File: src/rtl/fft_pkg.sv
// fft_pkg: shared constants, twiddle ROM, state encoding and bit reversal for the 16-point FFT blocks
package fft_pkg;
  localparam int N = 16;
  localparam int STAGES = 4;
  localparam int TW_W = 16;
  typedef enum logic [1:0] {LOAD, COMPUTE, UNLOAD} state_t;
  localparam logic signed [TW_W-1:0] TW_COS [N/2] = '{
    16'sd256, 16'sd237, 16'sd181, 16'sd98, 16'sd0, -16'sd98, -16'sd181, -16'sd237};
  localparam logic signed [TW_W-1:0] TW_SIN [N/2] = '{
    16'sd0, 16'sd98, 16'sd181, 16'sd237, 16'sd256, 16'sd237, 16'sd181, 16'sd98};
  function automatic logic [3:0] bitrev4(input logic [3:0] x);
    return {x[0], x[1], x[2], x[3]};
  endfunction
endpackage

File: src/rtl/ifft_butterfly.sv
// ifft_butterfly: combinational inverse radix-2 butterfly; define IFFT_SCALE_EN to halve each result
module ifft_butterfly #(
  parameter int DATA_WIDTH = 16,
  parameter int F_POINT = 8,
  parameter int TW_W = 16
) (
  input  logic signed [DATA_WIDTH-1:0] a_r,
  input  logic signed [DATA_WIDTH-1:0] a_i,
  input  logic signed [DATA_WIDTH-1:0] b_r,
  input  logic signed [DATA_WIDTH-1:0] b_i,
  input  logic signed [TW_W-1:0]       w_r,
  input  logic signed [TW_W-1:0]       w_i,
  output logic signed [DATA_WIDTH-1:0] top_r,
  output logic signed [DATA_WIDTH-1:0] top_i,
  output logic signed [DATA_WIDTH-1:0] bot_r,
  output logic signed [DATA_WIDTH-1:0] bot_i
);
  localparam int MW = DATA_WIDTH + TW_W;
  localparam int PW = MW + 1;
`ifdef IFFT_SCALE_EN
  localparam int SH = 1;
`else
  localparam int SH = 0;
`endif
  logic signed [MW-1:0] rr, ii, ri, ir;
  logic signed [PW-1:0] p_r, p_i;
  logic signed [PW:0] t_r, t_i, u_r, u_i;
  assign rr = MW'(b_r) * MW'(w_r);
  assign ii = MW'(b_i) * MW'(w_i);
  assign ri = MW'(b_r) * MW'(w_i);
  assign ir = MW'(b_i) * MW'(w_r);
  assign p_r = (PW'(rr) - PW'(ii)) >>> F_POINT;
  assign p_i = (PW'(ri) + PW'(ir)) >>> F_POINT;
  assign t_r = (PW+1)'(a_r) + (PW+1)'(p_r);
  assign t_i = (PW+1)'(a_i) + (PW+1)'(p_i);
  assign u_r = (PW+1)'(a_r) - (PW+1)'(p_r);
  assign u_i = (PW+1)'(a_i) - (PW+1)'(p_i);
  assign top_r = DATA_WIDTH'(t_r >>> SH);
  assign top_i = DATA_WIDTH'(t_i >>> SH);
  assign bot_r = DATA_WIDTH'(u_r >>> SH);
  assign bot_i = DATA_WIDTH'(u_i >>> SH);
endmodule

File: src/rtl/ifft_16_seq.sv
// ifft_16_seq: sequential 16-point radix-2 DIT inverse FFT; define IFFT_SCALE_EN for 1/2 scaling per stage
module ifft_16_seq
  import fft_pkg::*;
#(
  parameter int DATA_WIDTH = 16,
  parameter int F_POINT = 8
) (
  input  logic                  clk,
  input  logic                  rst,
  input  logic                  in_valid,
  output logic                  in_ready,
  input  logic [DATA_WIDTH-1:0] in_r,
  input  logic [DATA_WIDTH-1:0] in_i,
  output logic                  out_valid,
  input  logic                  out_ready,
  output logic [DATA_WIDTH-1:0] out_r,
  output logic [DATA_WIDTH-1:0] out_i,
  output logic                  out_last,
  output logic                  busy
);
  localparam logic [3:0] LAST = 4'(N - 1);
  state_t state_q, state_d;
  logic [3:0] n_q, m_q;
  logic [4:0] c_q;
  logic signed [DATA_WIDTH-1:0] mem_r [N];
  logic signed [DATA_WIDTH-1:0] mem_i [N];
  logic [1:0] s;
  logic [2:0] k, t;
  logic [3:0] span, j, top, bot;
  logic signed [DATA_WIDTH-1:0] top_r, top_i, bot_r, bot_i;
  logic in_fire, out_fire;
  assign in_ready = state_q == LOAD;
  assign busy = state_q != LOAD;
  assign out_valid = state_q == UNLOAD;
  assign out_last = out_valid && m_q == LAST;
  assign out_r = out_valid ? mem_r[m_q] : '0;
  assign out_i = out_valid ? mem_i[m_q] : '0;
  assign in_fire = in_valid && in_ready;
  assign out_fire = out_valid && out_ready;
  // butterfly addresses and twiddle index from stage s = c[4:3], butterfly k = c[2:0]
  always_comb begin
    s = c_q[4:3];
    k = c_q[2:0];
    span = 4'd1 << s;
    j = {1'b0, k} & (span - 4'd1);
    top = (({1'b0, k} >> s) << (3'(s) + 3'd1)) + j;
    bot = top + span;
    t = 3'(j << (2'd3 - s));
  end
  ifft_butterfly #(.DATA_WIDTH(DATA_WIDTH), .F_POINT(F_POINT), .TW_W(TW_W)) u_bf (
    .a_r(mem_r[top]), .a_i(mem_i[top]), .b_r(mem_r[bot]), .b_i(mem_i[bot]),
    .w_r(TW_COS[t]), .w_i(TW_SIN[t]),
    .top_r(top_r), .top_i(top_i), .bot_r(bot_r), .bot_i(bot_i)
  );
  // next state: 16 load beats, 32 butterfly cycles, 16 unload beats
  always_comb begin
    state_d = state_q;
    if (state_q == LOAD && in_fire && n_q == LAST) state_d = COMPUTE;
    if (state_q == COMPUTE && &c_q) state_d = UNLOAD;
    if (state_q == UNLOAD && out_fire && m_q == LAST) state_d = LOAD;
  end
  // state register and the three frame counters; counters wrap back to 0 at frame end
  always_ff @(posedge clk) begin
    if (rst) begin
      state_q <= LOAD;
      n_q <= '0;
      c_q <= '0;
      m_q <= '0;
    end else begin
      state_q <= state_d;
      if (in_fire) n_q <= n_q + 4'd1;
      if (state_q == COMPUTE) c_q <= c_q + 5'd1;
      if (out_fire) m_q <= m_q + 4'd1;
    end
  end
  // frame buffer: loaded in bit-reversed order, then updated in place by the butterfly
  always_ff @(posedge clk) begin
    if (in_fire) begin
      mem_r[bitrev4(n_q)] <= in_r;
      mem_i[bitrev4(n_q)] <= in_i;
    end else if (state_q == COMPUTE) begin
      mem_r[top] <= top_r;
      mem_i[top] <= top_i;
      mem_r[bot] <= bot_r;
      mem_i[bot] <= bot_i;
    end
  end
endmodule

File: config.mk
export PLATFORM = sky130hd
export DESIGN_NAME = ifft_16_seq
export DESIGN_NICKNAME = d
export VERILOG_FILES = /design/src/rtl/fft_pkg.sv /design/src/rtl/ifft_butterfly.sv /design/src/rtl/ifft_16_seq.sv
export SDC_FILE = /design/constraint.sdc
export NUM_CORES = 2
export LEC_CHECK = 0
export BUFFER_PORTS_ARGS = -buffer_cell sky130_fd_sc_hd__buf_2
export CORE_MARGIN = 3
export CORE_UTILIZATION = 40
export CTS_CLUSTER_DIAMETER = 60
export DETAILED_ROUTE_END_ITERATION = 16
export PLACE_DENSITY_LB_ADDON = 0.05
export SYNTH_ARGS = -nofsm -noshare
export SYNTH_HDL_FRONTEND = slang
export SYNTH_SLANG_ARGS = --single-unit
File: constraint.sdc
create_clock -name clk -period 21.3 [get_ports clk]
set_input_delay 4.26 -clock clk [delete_from_list [all_inputs] [get_ports clk]]
set_output_delay 4.26 -clock clk [all_outputs]
set_load 0.03 [all_outputs]
==> impl_metrics.ini <==
[floorplanning]
ios = 72
fp.dieH_um = 398
core_sq_um = 152000
start_util_pct = 40.4
design.die.area_sq_um = 159000
rows = 143
fp.dieW_um = 398

[finish]
layout.cells.non_filler = 7800
final_common_cell = inv_1
regArea_sq_um = 15800
layout_common_cells = 951 x inv_1, 676 x fa_1, 648 x nor2_1
final_nets = 6787
multiInputGateArea_sq_um = 41300
fill_cells = 14600
utilization_pct = 43.9
area_delta_synth_final_pct = 8.69
drive_gt1_share_pct = 15.7
final_cell_area_sq_um = 66900

[power]
power_mw = 2.55
power_density_nw_per_um2 = 38.1
ir_drop_uv = 66.0
p_leak_nw = 28.8

[yosys]
synth-main-ff-cell = edfxtp_1
synth_edf_count = 512
synthCells = 5790
yosys_warnings = 0
yosys_register_bits = 531
ys_seq_area_share_pct = 25.6
syn_nets = 6854
async_flop_share_pct = 0
syn_area_sq_um = 61500
ys_types = 74
syn_avg_cell_area_sq_um = 10.6

[sta]
finalCritPeriodShare_pct = 82.4
setup_viol = 0
relSlewSlack_pct = 3.40
worst_pin_slew_ns = 1.45
hold_viol_final = 0
fin_skew_ns = 0.0392
fin_ws_ns = 3.75
worst_hold_slack_ns = 0.497
rsz0062_at_grt = no
max_clock_freq_mhz = 57.0
maxSlewViolCount = 0
layout_min_cycle_time_ns = 17.55
setup-tns-final_ns = 0

[global_routing]
first_global_vias = 46000
overflow = 0
grt_start_max_net_pins = 85
antenna_found_initial = 10
track_usage_pct = 30.5
grt_pass1_wl_mm = 343

[place]
dp.cells = 7690
place_area_sq_um = 64800
io_buffer_count = 71
pre_cts_ws_ns = 3.84
gp_congestion = 0.894
dp_hpwl_mm = 168

[drt]
first_pass_iters = 5
drt_iter0_markers = 4605
routedWlPerCell_um = 30.8
wl_met3_mm = 17.1
wl_met1_mm = 101
top_layer_used = met4
dr_total_vias = 45000
drc_errors = 0
wl_met2_mm = 112
wl_mm = 240
final_antenna_net_count = 0
via_per_inst = 5.77

[clock_tree]
hold_buffers = 0
clk_path_buf_depth = 3
clockRootBuffer = clkbuf_16
cts.sinks = 531
postCtsSetupBuffers = 0
cts_made_buffers = 61
h-tree-depth = 2
path_clk_slew_ns = 0.06
cts_tree = done
cts_resized = 0
clock_latency_ns = 0.67

[setup_path]
end_kind = flip-flop
cp-start-kind = flip-flop
cpMaxStageDelayCell = a211oi_1
cpMostUsedCell = inv_1
crit_buf_inv = 16
cp_top_family = adder cells
worstPathMaxFanout = 53
required_ns = 21.68
critPathMaxStageDelay_ns = 0.79
critical_path_class = reg -> reg
arrival_ns = 17.93

[run]
max_cap_violations = 0

[worst_hold_path]
hold_path_class = reg -> reg

[outcome]
status = completed
==> power by group <==
group	internal [mW]	switching [mW]	leakage (nW)
logic	0.0984	0.184	23.0
clock network	0.620	0.480	0.976
registers	1.16	0.00799	4.78
total	1.88	0.672	28.8
==> cells by family after synthesis <==
family / Yosys count / synth area share (%)
muxes: 568 / 17.8
adders and majority gates: 1028 / 29.2
AOI/OAI and AO/OA: 685 / 6.53
and+or+nand+nor: 1483 / 10.2
buffers and inverters: 1331 / 8.22
DFF: 531 / 25.6
xor gates and xnor gates: 164 / 2.46
==> area by class of cell <==
| cell class | count | share of cell area [%] |
|---|---|---|
| clock inverter | 36 | 0.636 |
| multi-input combinational | 3928 | 61.7 |
| tap | 2030 | 3.80 |
| sequential | 531 | 23.6 |
| antenna | 2 | 0.00748 |
| timing repair buffer | 247 | 2.56 |
| clock buffer | 72 | 2.38 |
| inverter | 954 | 5.35 |
==> tightest hold or removal path, stage by stage (launching register included) <==
cell	delay (ns)
dfxtp_1	0.31
o21ai_0	0.07
a21oi_1	0.07
==> sequential cells by signal, summed over array words and instances (netlist names), named ones only <==
register and cells:
mem_i 256, mem_r 256, c_q 5, m_q 4
n_q 4, state_q 2
==> metal layers <==
layer / vias up / GRT usage (%)
met2: 1976 / 49.5
met5: - / 0
li1: 19300 / -
met1: 23500 / 42.5
met4: 0 / 9.72
met3: 346 / 3.93
==> path summary, 6_finish.rpt <==
path / cells past startpoint / from / slack [ns] / endpoint
max: 57 / c_q[3]$_SDFFE_PP0P_ / 3.75 / mem_i[12][12]$_DFFE_PP_
min: 2 / m_q[3]$_SDFFE_PP0P_ / 0.50 / flip-flop
max reg2reg: 57 / c_q[3]$_SDFFE_PP0P_ / 3.75 / mem_i[12][12]$_DFFE_PP_
min reg2reg: 2 / m_q[3]$_SDFFE_PP0P_ / 0.50 / flip-flop
==> synth_stat cells (all sizes together), types with 45 or more instances <==
library cell	n	area share (%)
inv	953	5.8
ha	350	7.1
nor2	658	4.0
nand3	60	0.49
mux4	420	15
a21oi	390	3.2
edfxtp	512	25
buf	95	0.67
clkbuf	282	1.7
xnor2	119	1.8
xor2	45	0.67
o21ai	101	0.82
fa	678	22
nand2	507	3.1
mux2i	145	2.4
nand2b	46	0.47
and2	99	1.0
(Power assumes the default switching activity.)
